===== src/rtl/addsub_pkg.sv =====
// Shared types and helpers for the serial add/subtract unit.
package addsub_pkg;

  typedef enum logic [1:0] {
    IDLE = 2'd0,
    RUN  = 2'd1,
    DONE = 2'd2
  } state_e;

  localparam logic MODE_SUB = 1'b0;
  localparam logic MODE_ADD = 1'b1;

  // Signed overflow from the operand sign bits captured at accept and the result MSB.
  function automatic logic ovf_calc(input logic mode, input logic a_msb,
                                    input logic b_msb, input logic r_msb);
    if (mode == MODE_ADD) return (a_msb == b_msb) && (r_msb != a_msb);
    return (a_msb != b_msb) && (r_msb != a_msb);
  endfunction

endpackage


===== src/rtl/addsub_digit.sv =====
// Combinational ripple of DIGIT full add/subtract cells.
module addsub_digit
  import addsub_pkg::*;
#(
  parameter int DIGIT = 1
) (
  input  logic [DIGIT-1:0] a,
  input  logic [DIGIT-1:0] b,
  input  logic             cin,
  input  logic             mode,
  output logic [DIGIT-1:0] d,
  output logic             cout
);

  always_comb begin
    logic c;
    c = cin;
    d = '0;
    for (int i = 0; i < DIGIT; i++) begin
      d[i] = a[i] ^ b[i] ^ c;
      if (mode == MODE_ADD) c = (a[i] & b[i]) | (a[i] & c) | (b[i] & c);
      else                  c = (~a[i] & b[i]) | (~a[i] & c) | (b[i] & c);
    end
    cout = c;
  end

endmodule


===== src/rtl/serial_addsub.sv =====
// Digit-serial add/subtract with start/done handshake, final borrow/carry and
// signed overflow. Processes DIGIT bits per cycle, WIDTH/DIGIT cycles per op.
module serial_addsub
  import addsub_pkg::*;
#(
  parameter int WIDTH = 8,
  parameter int DIGIT = 1
) (
  input  logic             clk,
  input  logic             rst,
  input  logic             start,
  input  logic             mode,
  input  logic [WIDTH-1:0] a,
  input  logic [WIDTH-1:0] b,
  input  logic             bin,
  output logic             busy,
  output logic             done,
  output logic [WIDTH-1:0] result,
  output logic             bout,
  output logic             ovf
);

  localparam int N  = WIDTH / DIGIT;
  localparam int CW = $clog2(N + 1);
  localparam logic [CW-1:0] LAST = CW'(N - 1);

  if ((WIDTH < 2) || (DIGIT < 1) || ((WIDTH % DIGIT) != 0)) begin : g_bad_params
    $error("serial_addsub: WIDTH must be >= 2 and a multiple of DIGIT");
  end

  state_e           state_q, state_d;
  logic [CW-1:0]    cnt_q, cnt_d;
  logic [WIDTH-1:0] a_q, a_d, b_q, b_d;
  logic [WIDTH-1:0] part_q, part_d;
  logic             c_q, c_d;
  logic             mode_q, mode_d;
  logic             amsb_q, amsb_d, bmsb_q, bmsb_d;
  logic [WIDTH-1:0] result_q, result_d;
  logic             bout_q, bout_d, ovf_q, ovf_d;

  logic [DIGIT-1:0]       dig;
  logic                   dig_cout;
  logic [WIDTH+DIGIT-1:0] part_ext;

  addsub_digit #(.DIGIT(DIGIT)) u_digit (
    .a    (a_q[DIGIT-1:0]),
    .b    (b_q[DIGIT-1:0]),
    .cin  (c_q),
    .mode (mode_q),
    .d    (dig),
    .cout (dig_cout)
  );

  // New digit enters at the MSB end so the LSB digit ends up at bit 0 after N shifts.
  assign part_ext = {dig, part_q};

  always_comb begin
    state_d  = state_q;
    cnt_d    = cnt_q;
    a_d      = a_q;
    b_d      = b_q;
    part_d   = part_q;
    c_d      = c_q;
    mode_d   = mode_q;
    amsb_d   = amsb_q;
    bmsb_d   = bmsb_q;
    result_d = result_q;
    bout_d   = bout_q;
    ovf_d    = ovf_q;
    case (state_q)
      IDLE, DONE: begin
        if (start) begin
          state_d = RUN;
          cnt_d   = '0;
          a_d     = a;
          b_d     = b;
          c_d     = bin;
          mode_d  = mode;
          amsb_d  = a[WIDTH-1];
          bmsb_d  = b[WIDTH-1];
          part_d  = '0;
        end else begin
          state_d = IDLE;
        end
      end
      RUN: begin
        part_d = part_ext[WIDTH+DIGIT-1:DIGIT];
        a_d    = a_q >> DIGIT;
        b_d    = b_q >> DIGIT;
        c_d    = dig_cout;
        cnt_d  = cnt_q + CW'(1);
        if (cnt_q == LAST) begin
          state_d  = DONE;
          result_d = part_ext[WIDTH+DIGIT-1:DIGIT];
          bout_d   = dig_cout;
          ovf_d    = ovf_calc(mode_q, amsb_q, bmsb_q, part_ext[WIDTH+DIGIT-1]);
        end
      end
      default: state_d = IDLE;
    endcase
  end

  always_ff @(posedge clk or posedge rst) begin
    if (rst) begin
      state_q  <= IDLE;
      cnt_q    <= '0;
      a_q      <= '0;
      b_q      <= '0;
      part_q   <= '0;
      c_q      <= 1'b0;
      mode_q   <= 1'b0;
      amsb_q   <= 1'b0;
      bmsb_q   <= 1'b0;
      result_q <= '0;
      bout_q   <= 1'b0;
      ovf_q    <= 1'b0;
    end else begin
      state_q  <= state_d;
      cnt_q    <= cnt_d;
      a_q      <= a_d;
      b_q      <= b_d;
      part_q   <= part_d;
      c_q      <= c_d;
      mode_q   <= mode_d;
      amsb_q   <= amsb_d;
      bmsb_q   <= bmsb_d;
      result_q <= result_d;
      bout_q   <= bout_d;
      ovf_q    <= ovf_d;
    end
  end

  assign busy   = (state_q == RUN);
  assign done   = (state_q == DONE);
  assign result = result_q;
  assign bout   = bout_q;
  assign ovf    = ovf_q;

endmodule


===== config.mk =====
export PLATFORM = sky130hd
export DESIGN_NAME = serial_addsub
export DESIGN_NICKNAME = d
export VERILOG_FILES = /design/src/rtl/addsub_pkg.sv /design/src/rtl/addsub_digit.sv /design/src/rtl/serial_addsub.sv
export SDC_FILE = /design/constraint.sdc
export NUM_CORES = 1
export LEC_CHECK = 0
export ABC_AREA = 1
export ABC_CLOCK_PERIOD_IN_PS = 4000
export CAP_MARGIN = 20
export CORE_MARGIN = 1
export CORE_UTILIZATION = 56
export CTS_CLUSTER_DIAMETER = 80
export DETAILED_ROUTE_END_ITERATION = 8
export MAX_ROUTING_LAYER = met4
export PLACE_DENSITY_LB_ADDON = 0.12
export SLEW_MARGIN = 15
export SYNTH_ARGS = -nofsm -noshare
export SYNTH_HDL_FRONTEND = slang
export SYNTH_SLANG_ARGS = --single-unit

===== constraint.sdc =====
create_clock -name clk -period 4 [get_ports clk]
set_clock_uncertainty 0.15 [all_clocks]
set_input_delay 0.6 -clock clk [delete_from_list [all_inputs] [get_ports clk]]
set_output_delay 0.6 -clock clk [all_outputs]
set_load 0.01 [all_outputs]

Word-level counts from Yosys, hierarchy flattened
Index checks and enable logic that the tools add are counted.

storage, ports and cells
  register bits = 44
  output and inout bits = 12

cells by class
  add/sub/neg operators = 1
  eq/ne operators = 8
  multiplexer cells = 19
  bitwise gates (word level) = 12
  reduce and logical (&&, ||, !) cells = 8

operators with widths
  cell                   number
  $pmux W8 S2            3
  $mux W8                3
  $mux W1                8
  $pmux W4 S2            1
  $reduce_and A2 Y1      3
  $and A1 B1 Y1          5
  $add A4 B1 Y4 const B  1
  $eq A4 B3 Y1 const B   1
  $mux W4                1
  $or A1 B1 Y1           4
  $pmux W2 S2            1
  $eq A2 B1 Y1 const B   1
  $eq A2 B2 Y1 const B   1
  $logic_and A1 B1 Y1    2
  $logic_not A2 Y1       1
  $mux W2                1
  $ne A1 B1 Y1           2
  $ne A2 B1 Y1 const B   1
  $ne A2 B2 Y1 const B   1
  $pmux W1 S2            1
  $reduce_bool A2 Y1     1
  $reduce_or A2 Y1       1
  $xor A1 B1 Y1          2
  $eq A1 B1 Y1           1
  $not A1 Y1             1

Depth between registers and ports, before layout
Gate-level depths: netlist (run 1).

  depth in word-level cells = 6
  depth in mapped cells = 8

Hierarchy
From an unflattened synthesis (run 1), not the netlist that was laid out.

second synthesis, totals
  cells, all modules = 214
  area total of the unflattened synthesis = 1938.1 um^2

modules (own cells, without submodules)
  module         instances  cells an instance  area each (um^2)  seq. area each (um^2)
  serial_addsub  1          201                1865.5            1076.0
  addsub_digit   1          13                 72.6              0.0

Least setup slack after synthesis (run 1)
No wires, ideal clock.

  path type = reg-to-output
  from = reg state_q[1]
  to = out busy
  data arrival time = 0.807 ns
  setup slack = 2.443 ns
  stages on the path, launching flop included = 5
  buffers on the path = 1
  path through = dfrtp_1 -> inv_1 -> nand2_2 -> inv_4 -> buf_2

between the ends
  longest elaborated chain between the ends = 1

ends and longest elaborated chain
  what                    RTL line              source
  start, declared         serial_addsub.sv:31   state_e state_q, state_d;
  start signal, assigned  serial_addsub.sv:118  state_q <= state_d;
  $eq A2 B1 Y1            serial_addsub.sv:133  assign busy = (state_q == RUN);
  end, declared           serial_addsub.sv:16   output logic busy,

No other way between the ends.

Worst setup path in the final report (run 1)
Same ends and word-level chain as after synthesis.

==> qor.tcl, run 1 <==
set qor(run_status) {finished clean}
set qor(peakVddDrop_uv) 440
set qor(synth_sequential_area_ratio_pct) 56.7
set qor(biggest_area_contributors_in_the_synthesized_netlist) {dfrtp_1, nand2_1, inv_1}
set qor(synth_top_area_cell) {dfrtp_1}
set qor(synth_adder_area_share_pct) 1.98
set qor(syn_inst) 210
set qor(postSynthAreaPerCell_um2) 9.04
set qor(post_synth_cell_types) 20
set qor(synth-seq-cells) 43
set qor(die_height_um) 60.2
set qor(gr-usage-met2_pct) 40.8
set qor(placement.io_buffers) 32
set qor(combinational_family_with_the_most_area_after_synthesis) {simple AND/OR/NAND/NOR gates}
set qor(power_switching_w) 0.000699
set qor(final_design_area_no_fill_um2) 2270
set qor(wire_per_inst_um) 12.7
set qor(max_slew_margin_pct) 51.6
set qor(detailroute.via_count) 1477
set qor(placeableCoreArea_um2) 3130
set qor(drcViolationCount) 0
set qor(drt-initial-drc-count) 86
set qor(grt_pass1_vias) 1479
set qor(synth_compound_gate_area_share_pct) 10.5
set qor(die_area_um2) 3630
set qor(power.sequential.fraction_pct) 43.7
set qor(share_of_the_synthesized_netlist_area_taken_by_xor_and_xnor_gates_pct) 0.461
set qor(setup_viol_count_final) 0
set qor(worst-r2r-setup-slack_ns) 2.39
set qor(cts.htree.levels) 2
set qor(drt-total-wl_mm) 3.65
set qor(cp_data_required_time_ns) 3.25
set qor(layout_commonest_cell) {nand2_1}
set qor(post_cts_resize_count) 0
set qor(numPlacedInstances) 281
set qor(final-instance-count-excl-fill) 287
set qor(synthMuxAreaShare_pct) 0
set qor(slowest_delay_ns) 0.58
set qor(final_max_slew_viol_count) 0
set qor(clock_tree.buffer_depth) 2
set qor(worstPathCellList) {inv_1, nand2_2, inv_4, clkdlybuf4s50_1}
set qor(final_min_period_over_clock_period_pct) 64.3
set qor(grt_pass1_wl_mm) 6.20
set qor(io_pins) 33
set qor(power.static_leakage_nw) 1.12
set qor(detailed_place_hpwl_mm) 2.66
set qor(holdBufCountCts) 0
set qor(synthesis.yosys.warnings) 0
set qor(layout.filler_cells) 237
set qor(track_usage_pct) 24.5
set qor(kind_of_critical_path) {flip-flop to output port}
set qor(crit_fanout) 18
set qor(clkSinkCount) 43
set qor(synthDominantCellAreaShare_pct) 56.7
set qor(power.combinational.fraction_pct) 45.0
set qor(worst-slew-pin-transition_ns) 0.725
set qor(layout_common_cells) {nand2_1, dfrtp_1, clkdlybuf4s50_1}
set qor(hold_violations) 0
set qor(area_growth_syn_to_layout_pct) 19.6
set qor(cap_violations) 0
set qor(p_sw_share_pct) 40.9
set qor(p_int_w) 0.00101
set qor(critical_path.endpoint_type) {output port}
set qor(top_usage_layer) {met2}
set qor(grt_setup_unrepaired) {no}
set qor(numCtsBuffers) 5
set qor(power.density_cell_area_nw_per_um2) 752
set qor(achievable-frequency_ghz) 0.389
set qor(post-place-ws_ns) 1.83
set qor(critPathTopFamily) {buffers and inverters}
set qor(gp_congestion) 0.821
set qor(drtAntennaViolNets) 0
set qor(fin_tns_setup_ns) 0
set qor(setup_slack_ns) 1.43
set qor(met3_usage_pct) 7.14
set qor(diodes) 0
set qor(cp_num_buf_inv) 3
set qor(post_route_cells_drive_above_1_share_pct) 8.64
set qor(postPlaceCellArea_um2) 2230
set qor(via_per_inst) 5.15
set qor(synth.net_count) 234
set qor(drt_pre_antenna_iters) 4
set qor(use_met1_pct) 27.6
set qor(worst_hold_path_type) {flip-flop to flip-flop}
set qor(crit_slowest_cell) {clkdlybuf4s50_1}
set qor(clkSlewWorstSetupHoldPaths_ns) 0.11
set qor(tritoncts) {yes}
set qor(antenna_found_initial) 0
set qor(setup.worst_path.start_class) {flip-flop}
set qor(nNetsFinal) 268
set qor(post-cts-setup-buffers) 0
set qor(initial_utilization_pct) 60.7
set qor(fp-row-count) 20
set qor(grt_start_max_net_pins) 24
set qor(die_w_um) 60.2
set qor(synth_simple_gate_area_share_pct) 22.4
set qor(clock_power_share_pct) 11.2
set qor(fin_crit_ns) 2.57
set qor(grt.overflow.total) 0
set qor(worstSkewPairLatency_ns) 0.36
set qor(cp_data_arrival_time_ns) 1.82
set qor(clock_tree.root_cell) {clkbuf_4}
set qor(synth.cell_area_um2) 1900
set qor(final.hold.worst_slack_ns) 0.342
-- power groups by stage --
stage | clock network (W) | registers, W | logic (W)
CTS | 0.000196 | 0.000747 | 0.000775
global placement | 0 | 0.000743 | 0.000738
detailed placement | 0 | 0.000754 | 0.000771
floorplan | 0 | 0.000754 | 0.000536
global route | 0.000206 | 0.000773 | 0.000875
finish | 0.000192 | 0.000747 | 0.000769
-- sequential cells by signal, indices dropped and copies added (netlist names) --
| name | flops |
|---|---|
| a_q | 8 |
| amsb_q | 1 |
| b_q | 8 |
| bmsb_q | 1 |
| bout | 1 |
| c_q | 1 |
| cnt_q | 4 |
| mode_q | 1 |
| ovf | 1 |
| part_q | 7 |
| result | 8 |
| state_q | 2 |
-- Yosys cell counts, drive strengths merged --
master   n
inv     26
buf      5
nor2     6
a21oi    3
clkbuf   1
o22ai    9
ha       3
o21ai   16
nand2   80
o211ai   3
dfrtp   43
xor2     1
nand3   14
-- area by class of cell --
type,count,area [µm²],area share [%]
clock buffers,6,41.3,1.82
inverters,26,100,4.41
multi-input cells,135,672,29.6
flip-flops and latches,43,1080,47.4
well taps,44,55.1,2.42
repair buffers,33,328,14.4
-- per-stage QoR --
step | total power (W) | utilization [%]
after floorplan | 0.00129 | -
after global placement | 0.00148 | 71.3
after detailed placement | 0.00153 | 71.3
after CTS | 0.00172 | 72.6
after global routing | 0.00185 | 72.6
final | 0.00171 | 72.6
-- worst register-to-register path, stage by stage, from the launching register on --
cell and delay, ns:
dfrtp_1 0.42, nand2_2 0.26, inv_4 0.16, nand2_4 0.24
inv_1 0.13, nand3_1 0.11, nand2_1 0.05
-- logic make-up (layout without fill, tap and decap cells) --
logic type | Yosys count | after routing
simple gates | 100 | 100
flops | 43 | 43
buf+inv | 32 | 65
compound gates | 31 | 31
fa+ha+maj | 3 | 3
xor+xnor | 1 | 1
-- worst paths after layout --
| kind | from | to | depth (start not counted) |
|---|---|---|---|
| max reg2reg | state_q[0]$_DFFE_PP0P_ | ovf$_DFFE_PP0P_ | 6 |
| min | result[1]$_DFFE_PP0P_ | result[1]$_DFFE_PP0P_ | 2 |
| max in group asynchronous | rst | bout$_DFFE_PP0P_ | 3 |
| max | state_q[1]$_DFFE_PP0P_ | busy | 4 |
| min in group asynchronous | rst | cnt_q[3]$_DFFE_PP0P_ | 2 |
| min reg2reg | result[1]$_DFFE_PP0P_ | result[1]$_DFFE_PP0P_ | 2 |
-- per-layer routing --
layer  up-vias  wire length, µm  share of wire (%)
li1        735                -                  -
met1       702             1510                 41
met2        32             1940                 53
met3         8              139                3.8
met4         0               64                1.8
met5         -                0                  0
(Power assumes the default switching activity.)
==> run 2: changes to the inputs <==
Settings changed: ABC_CLOCK_PERIOD_IN_PS 4000 to 2520, CORE_UTILIZATION 56 to 52.
Clock period 4 ns to 2.52 ns, I/O delays scaled along.
==> run 2 against run 1 <==
Worst setup slack got worse by 1.2 ns. Largest cell class unchanged. Largest power group unchanged. Wire length fell by 11%. Critical path depth did not move. Via count fell by 2.9%. Sequential power rose by 58%. Sequential share of layout area fell by 0.62 points. Flip-flop and latch count did not move. Critical endpoint unchanged. Clock power rose by 92%.
==> qor.tcl, run 2 (synthesis gave the netlist of run 1 again) <==
set qor(layout_common_cells) {nand2_1, dfrtp_1, clkdlybuf4s50_1} ;# unchanged
set qor(crit_slowest_cell) {clkdlybuf4s50_1} ;# unchanged
set qor(drtAntennaViolNets) 0 ;# unchanged
set qor(grt_pass1_wl_mm) 5.85 ;# was 6.20 mm
set qor(grt.overflow.total) 0 ;# unchanged
set qor(final_max_slew_viol_count) 0 ;# unchanged
set qor(layout.filler_cells) 295 ;# was 237
set qor(layout_commonest_cell) {nand2_1} ;# unchanged
set qor(peakVddDrop_uv) 536 ;# was 440 µV
set qor(cap_violations) 0 ;# unchanged
set qor(drt-total-wl_mm) 3.27 ;# was 3.65 mm
set qor(kind_of_critical_path) {flip-flop to output port} ;# unchanged
set qor(nNetsFinal) 268 ;# unchanged
set qor(numCtsBuffers) 5 ;# unchanged
set qor(track_usage_pct) 19.9 ;# was 24.5%
set qor(worst_hold_path_type) {input port to asynchronous set/reset pin} ;# was flip-flop to flip-flop
set qor(cp_data_arrival_time_ns) 1.80 ;# was 1.82 ns
set qor(area_growth_syn_to_layout_pct) 21.2 ;# was 19.6%
set qor(post_route_cells_drive_above_1_share_pct) 9.39 ;# was 8.64%
set qor(detailroute.via_count) 1434 ;# was 1477
set qor(power.density_cell_area_nw_per_um2) 1190 ;# was 752 nW/µm²
set qor(drcViolationCount) 0 ;# unchanged
set qor(holdBufCountCts) 0 ;# unchanged
set qor(setup.worst_path.start_class) {flip-flop} ;# unchanged
set qor(fin_tns_setup_ns) 0 ;# unchanged
set qor(placement.io_buffers) 32 ;# unchanged
set qor(clkSlewWorstSetupHoldPaths_ns) 0.12 ;# was 0.11 ns
set qor(power_switching_w) 0.00107 ;# was 0.000699 W
set qor(wire_per_inst_um) 11.2 ;# was 12.7 µm
set qor(hold_violations) 0 ;# unchanged
set qor(clock_tree.root_cell) {clkbuf_4} ;# unchanged
set qor(final.hold.worst_slack_ns) 0.310 ;# was 0.342 ns
set qor(grt_start_max_net_pins) 44 ;# was 24
set qor(worstPathCellList) {inv_1, nand2_2, inv_4, clkdlybuf4s50_1} ;# unchanged
set qor(power.combinational.fraction_pct) 43.4 ;# was 45.0%
set qor(worstSkewPairLatency_ns) 0.34 ;# was 0.36 ns
set qor(power.static_leakage_nw) 1.14 ;# was 1.12 nW
set qor(post-place-ws_ns) 0.558 ;# was 1.83 ns
set qor(fin_crit_ns) 2.33
set qor(grt_setup_unrepaired) {no} ;# unchanged
set qor(clock_tree.buffer_depth) 2 ;# unchanged
set qor(cp_num_buf_inv) 3 ;# unchanged
set qor(clock_power_share_pct) 13.5 ;# was 11.2%
set qor(antenna_found_initial) 0 ;# unchanged
set qor(post-cts-setup-buffers) 0 ;# unchanged
set qor(via_per_inst) 4.93 ;# was 5.15
set qor(grt_pass1_vias) 1367 ;# was 1479
set qor(final_min_period_over_clock_period_pct) 92.4
set qor(achievable-frequency_ghz) 0.430
set qor(die_w_um) 62.4 ;# was 60.2 µm
set qor(setup_slack_ns) 0.192 ;# was 1.43 ns
set qor(post_cts_resize_count) 0 ;# unchanged
set qor(placeableCoreArea_um2) 3420 ;# was 3130 µm²
set qor(cp_data_required_time_ns) 1.99 ;# was 3.25 ns
set qor(final_design_area_no_fill_um2) 2300 ;# was 2270 µm²
set qor(postPlaceCellArea_um2) 2230 ;# about the same
set qor(die_area_um2) 3900 ;# was 3630 µm²
set qor(postLayoutCoreUtil_pct) 67.4 ;# was 72.6%
set qor(die_height_um) 62.4 ;# was 60.2 µm
set qor(run_status) {finished clean} ;# unchanged
set qor(tritoncts) {yes} ;# unchanged
set qor(power.sequential.fraction_pct) 43.1 ;# was 43.7%
set qor(slowest_delay_ns) 0.57 ;# was 0.58 ns
set qor(cts.htree.levels) 2 ;# unchanged
set qor(p_int_w) 0.00167 ;# was 0.00101 W
set qor(max_slew_margin_pct) 64.9 ;# was 51.6%
set qor(drt_pre_antenna_iters) 4 ;# unchanged
set qor(drt-initial-drc-count) 88 ;# was 86
set qor(critPathTopFamily) {buffers and inverters} ;# unchanged
set qor(initial_utilization_pct) 55.6 ;# was 60.7%
set qor(critical_path.endpoint_type) {output port} ;# unchanged
set qor(worst-r2r-setup-slack_ns) 0.91 ;# was 2.39 ns
set qor(io_pins) 33 ;# unchanged
set qor(crit_fanout) 18 ;# unchanged
set qor(gp_congestion) 0.791 ;# was 0.821
set qor(fp-row-count) 21 ;# was 20
set qor(worst-slew-pin-transition_ns) 0.526 ;# was 0.725 ns
set qor(setup_viol_count_final) 0 ;# unchanged
set qor(p_sw_share_pct) 39.1 ;# was 40.9%
set qor(clkSinkCount) 43 ;# unchanged
set qor(diodes) 0 ;# unchanged
set qor(detailed_place_hpwl_mm) 2.29 ;# was 2.66 mm
-- run 2: cell types whose count changed in the layout (fill, tap and decap cells not counted), sizes merged --
cell	previous run	this run
clkbuf	6	8
-- run 2: final cells by class --
| cell class | instances | area, µm² | area share (%) |
|---|---|---|---|
| Multi-Input combinational cell | 135 | 672 | 29.2 |
| Clock buffer | 8 | 68.8 | 2.99 |
| Timing Repair Buffer | 33 | 328 | 14.2 |
| Tap cell | 46 | 57.6 | 2.50 |
| Sequential cell | 43 | 1080 | 46.7 |
| Inverter | 26 | 100 | 4.35 |
-- run 2: per-stage QoR --
stage | total power, W | instances
final | 0.00274 | 291
after global routing | 0.00299 | 291
after CTS | 0.00277 | 291
after detailed placement | 0.00241 | 283
after global placement | 0.00236 | 283
after floorplan | 0.00205 | 210
-- run 2: worst min-delay path, stage by stage --
cell             delay (ns)
clkdlybuf4s50_1        0.40
inv_1                  0.05
buf_4                  0.43
-- run 2: power by group through the flow --
| stage | clock (W) | sequential [W] | combinational (W) |
|---|---|---|---|
| 4_1_cts | 0.000379 | 0.00118 | 0.00121 |
| 3_5_place_dp | 0 | 0.00120 | 0.00121 |
| 6_report | 0.000368 | 0.00118 | 0.00119 |
| 5_1_grt | 0.000411 | 0.00122 | 0.00136 |
| 3_3_place_gp | 0 | 0.00118 | 0.00118 |
| 2_1_floorplan | 0 | 0.00120 | 0.000851 |
-- run 2: worst paths after layout --
path / end / from / depth (start not counted)
max: busy / state_q[1]$_DFFE_PP0P_ / 4
min: a_q[6]$_DFFE_PP0P_ / rst / 3
max reg2reg: ovf$_DFFE_PP0P_ / state_q[0]$_DFFE_PP0P_ / 6
min reg2reg: result[3]$_DFFE_PP0P_ / result[3]$_DFFE_PP0P_ / 2
max in group asynchronous: result[3]$_DFFE_PP0P_ / rst / 3
min in group clk: result[3]$_DFFE_PP0P_ / result[3]$_DFFE_PP0P_ / 2
-- run 2: routing by layer --
metal  routed length, µm  global-route usage, %  share of wire [%]
met2                1610                   30.7                 49
met5                   0                      -                  0
met4                  27                   6.98               0.83
met3                 131                   6.02                4.0
met1                1490                   24.9                 46
==> run 3: changes to the inputs <==
Settings changed: CORE_UTILIZATION 52 to 41.
==> run 3 against run 2 <==
Power rose by 3.0%. Die area increased by 26%. Sequential share of layout area shrank 0.63 points. Global-route usage shrank 3.2 points. Non-clock buffer count unchanged.
==> qor.tcl, run 3 (synthesis gave the netlist of run 1 again) <==
set qor(run_status) {finished clean} ;# unchanged
set qor(worstHoldStart) {result[5]$_DFFE_PP0P_}
set qor(setup_slack_ns) 0.236 ;# was 0.192 ns
set qor(grt_setup_unrepaired) {no} ;# unchanged
set qor(crit_slowest_cell) {clkdlybuf4s50_1} ;# unchanged
set qor(power.density_cell_area_nw_per_um2) 1210 ;# was 1190 nW/µm²
set qor(nNetsFinal) 268 ;# unchanged
set qor(detailed_place_hpwl_mm) 2.25 ;# was 2.29 mm
set qor(die_area_um2) 4910 ;# was 3900 µm²
set qor(worstSkewPairLatency_ns) 0.31 ;# was 0.34 ns
set qor(initial_utilization_pct) 43.0 ;# was 55.6%
set qor(grt.overflow.total) 0 ;# unchanged
set qor(clkSlewWorstSetupHoldPaths_ns) 0.09 ;# was 0.12 ns
set qor(achievable-frequency_ghz) 0.438 ;# was 0.430 GHz
set qor(holdBufCountCts) 0 ;# unchanged
set qor(wire_per_inst_um) 11.4 ;# was 11.2 µm
set qor(worst-slew-pin-transition_ns) 0.537 ;# was 0.526 ns
set qor(clock_tree.root_cell) {clkbuf_8} ;# was clkbuf_4
set qor(die_height_um) 70.1 ;# was 62.4 µm
set qor(cp_data_arrival_time_ns) 1.76 ;# was 1.80 ns
set qor(post-place-ws_ns) 0.562 ;# was 0.558 ns
set qor(power.static_leakage_nw) 1.14 ;# about the same
set qor(layout_common_cells) {nand2_1, dfrtp_1, clkdlybuf4s50_1} ;# unchanged
set qor(gp_congestion) 0.818 ;# was 0.791
set qor(area_growth_syn_to_layout_pct) 22.9 ;# was 21.2%
set qor(cp_num_buf_inv) 3 ;# unchanged
set qor(setup.worst_path.start_class) {flip-flop} ;# unchanged
set qor(setup_viol_count_final) 0 ;# unchanged
set qor(cp_data_required_time_ns) 1.99 ;# about the same
set qor(critical_path.reg2reg.startpoint) {state_q[0]$_DFFE_PP0P_} ;# unchanged
set qor(hold_violations) 0 ;# unchanged
set qor(max_slew_margin_pct) 64.2 ;# was 64.9%
set qor(kind_of_critical_path) {flip-flop to output port} ;# unchanged
set qor(fin_tns_setup_ns) 0 ;# unchanged
set qor(peakVddDrop_uv) 451 ;# was 536 µV
set qor(critPathTopFamily) {buffers and inverters} ;# unchanged
set qor(layout_commonest_cell) {nand2_1} ;# unchanged
set qor(clkSinkCount) 43 ;# unchanged
set qor(drt-initial-drc-count) 98 ;# was 88
set qor(grt_start_max_net_pins) 44 ;# unchanged
set qor(grt_pass1_wl_mm) 6.21 ;# was 5.85 mm
set qor(slowest_delay_ns) 0.58 ;# was 0.57 ns
set qor(drtAntennaViolNets) 0 ;# unchanged
set qor(layout.filler_cells) 436 ;# was 295
set qor(placement.io_buffers) 32 ;# unchanged
set qor(final_min_period_over_clock_period_pct) 90.6 ;# was 92.4%
set qor(crit_fanout) 18 ;# unchanged
set qor(worstPathCellList) {inv_1, nand2_2, inv_4, clkdlybuf4s50_1} ;# unchanged
set qor(cts.htree.levels) 2 ;# unchanged
set qor(final_max_slew_viol_count) 0 ;# unchanged
set qor(post-cts-setup-buffers) 0 ;# unchanged
set qor(via_per_inst) 4.74 ;# was 4.93
set qor(antenna_found_initial) 0 ;# unchanged
set qor(final-instance-count-excl-fill) 297 ;# was 291
set qor(track_usage_pct) 16.7 ;# was 19.9%
set qor(placeableCoreArea_um2) 4410 ;# was 3420 µm²
set qor(io_pins) 33 ;# unchanged
set qor(critical_path.endpoint_type) {output port} ;# unchanged
set qor(clock_tree.buffer_depth) 2 ;# unchanged
set qor(setup.worst_path.start) {state_q[1]$_DFFE_PP0P_} ;# unchanged
set qor(diodes) 0 ;# unchanged
set qor(cap_violations) 0 ;# unchanged
set qor(drt-total-wl_mm) 3.38 ;# was 3.27 mm
set qor(grt_pass1_vias) 1356 ;# was 1367
set qor(post_cts_resize_count) 0 ;# unchanged
set qor(post_route_cells_drive_above_1_share_pct) 9.80 ;# was 9.39%
set qor(drcViolationCount) 0 ;# unchanged
set qor(die_w_um) 70.1 ;# was 62.4 µm
set qor(drt_pre_antenna_iters) 4 ;# unchanged
set qor(detailroute.via_count) 1408 ;# was 1434
set qor(worst_hold_path_type) {flip-flop to flip-flop} ;# was input port to asynchronous set/reset pin
set qor(tritoncts) {yes} ;# unchanged
set qor(numPlacedInstances) 289 ;# was 283
set qor(fp-row-count) 24 ;# was 21
set qor(fin_crit_ns) 2.28 ;# was 2.33 ns
set qor(numCtsBuffers) 5 ;# unchanged
[run 3: cell types whose count changed in the layout (fill, tap and decap cells not counted)]
cell,before,now
clkinvlp_4,0,2
clkbuf_1,1,0
inv_6,0,1
clkbuf_4,5,0
clkbuf_8,2,5
[run 3: worst paths after layout]
kind / to / slack, ns / cells after the start
max in group asynchronous: b_q[3]$_DFFE_PP0P_ / 1.50 / 3
setup reg to reg: ovf$_DFFE_PP0P_ / 0.92 / 6
hold / removal: result[5]$_DFFE_PP0P_ / 0.34 / 2
hold reg to reg: result[5]$_DFFE_PP0P_ / 0.34 / 2
min in group asynchronous: result[1]$_DFFE_PP0P_ / 0.35 / 3
setup / recovery: busy / 0.24 / 4
[run 3: power by group]
part           internal, W  switching, W  leakage, nW
combinational     0.000500      0.000686        0.557
sequential         0.00100      0.000174        0.540
clock             0.000198      0.000257       0.0408
[run 3: layer usage]
metal  vias up  global-route usage (%)  wire [µm]
met3         8                    3.46        105
met1       645                    21.1       1660
li1        726                       -          -
met4         0                    8.67         87
met2        29                    25.4       1530
met5         -                       -          0
[run 3: through the flow]
stage | utilization, % | area [µm²] | hold slack (ns) | power, W
finish | 52.9 | 2330 | 0.336 | 0.00282
global route | 52.9 | 2330 | 0.358 | 0.00309
detailed placement | 50.8 | 2240 | 0.318 | 0.00240
CTS | 52.9 | 2330 | 0.340 | 0.00286
floorplan | - | 1900 | 0.302 | 0.00205
global placement | 50.8 | 2240 | 0.314 | 0.00238
[run 3: worst min-delay path: stages, from the launching register on]
cell	delay [ns]
dfrtp_1	0.35
nand2_1	0.06
o21ai_2	0.05
[run 3: area by class of cell]
class | instances | area, µm² | area share, %
clock buffer | 5 | 68.8 | 2.95
clock inverter | 3 | 23.8 | 1.02
inverter | 26 | 100 | 4.29
multi-input combinational | 135 | 672 | 28.8
sequential | 43 | 1080 | 46.1
tap | 52 | 65.1 | 2.79
timing repair buffer | 33 | 328 | 14.0
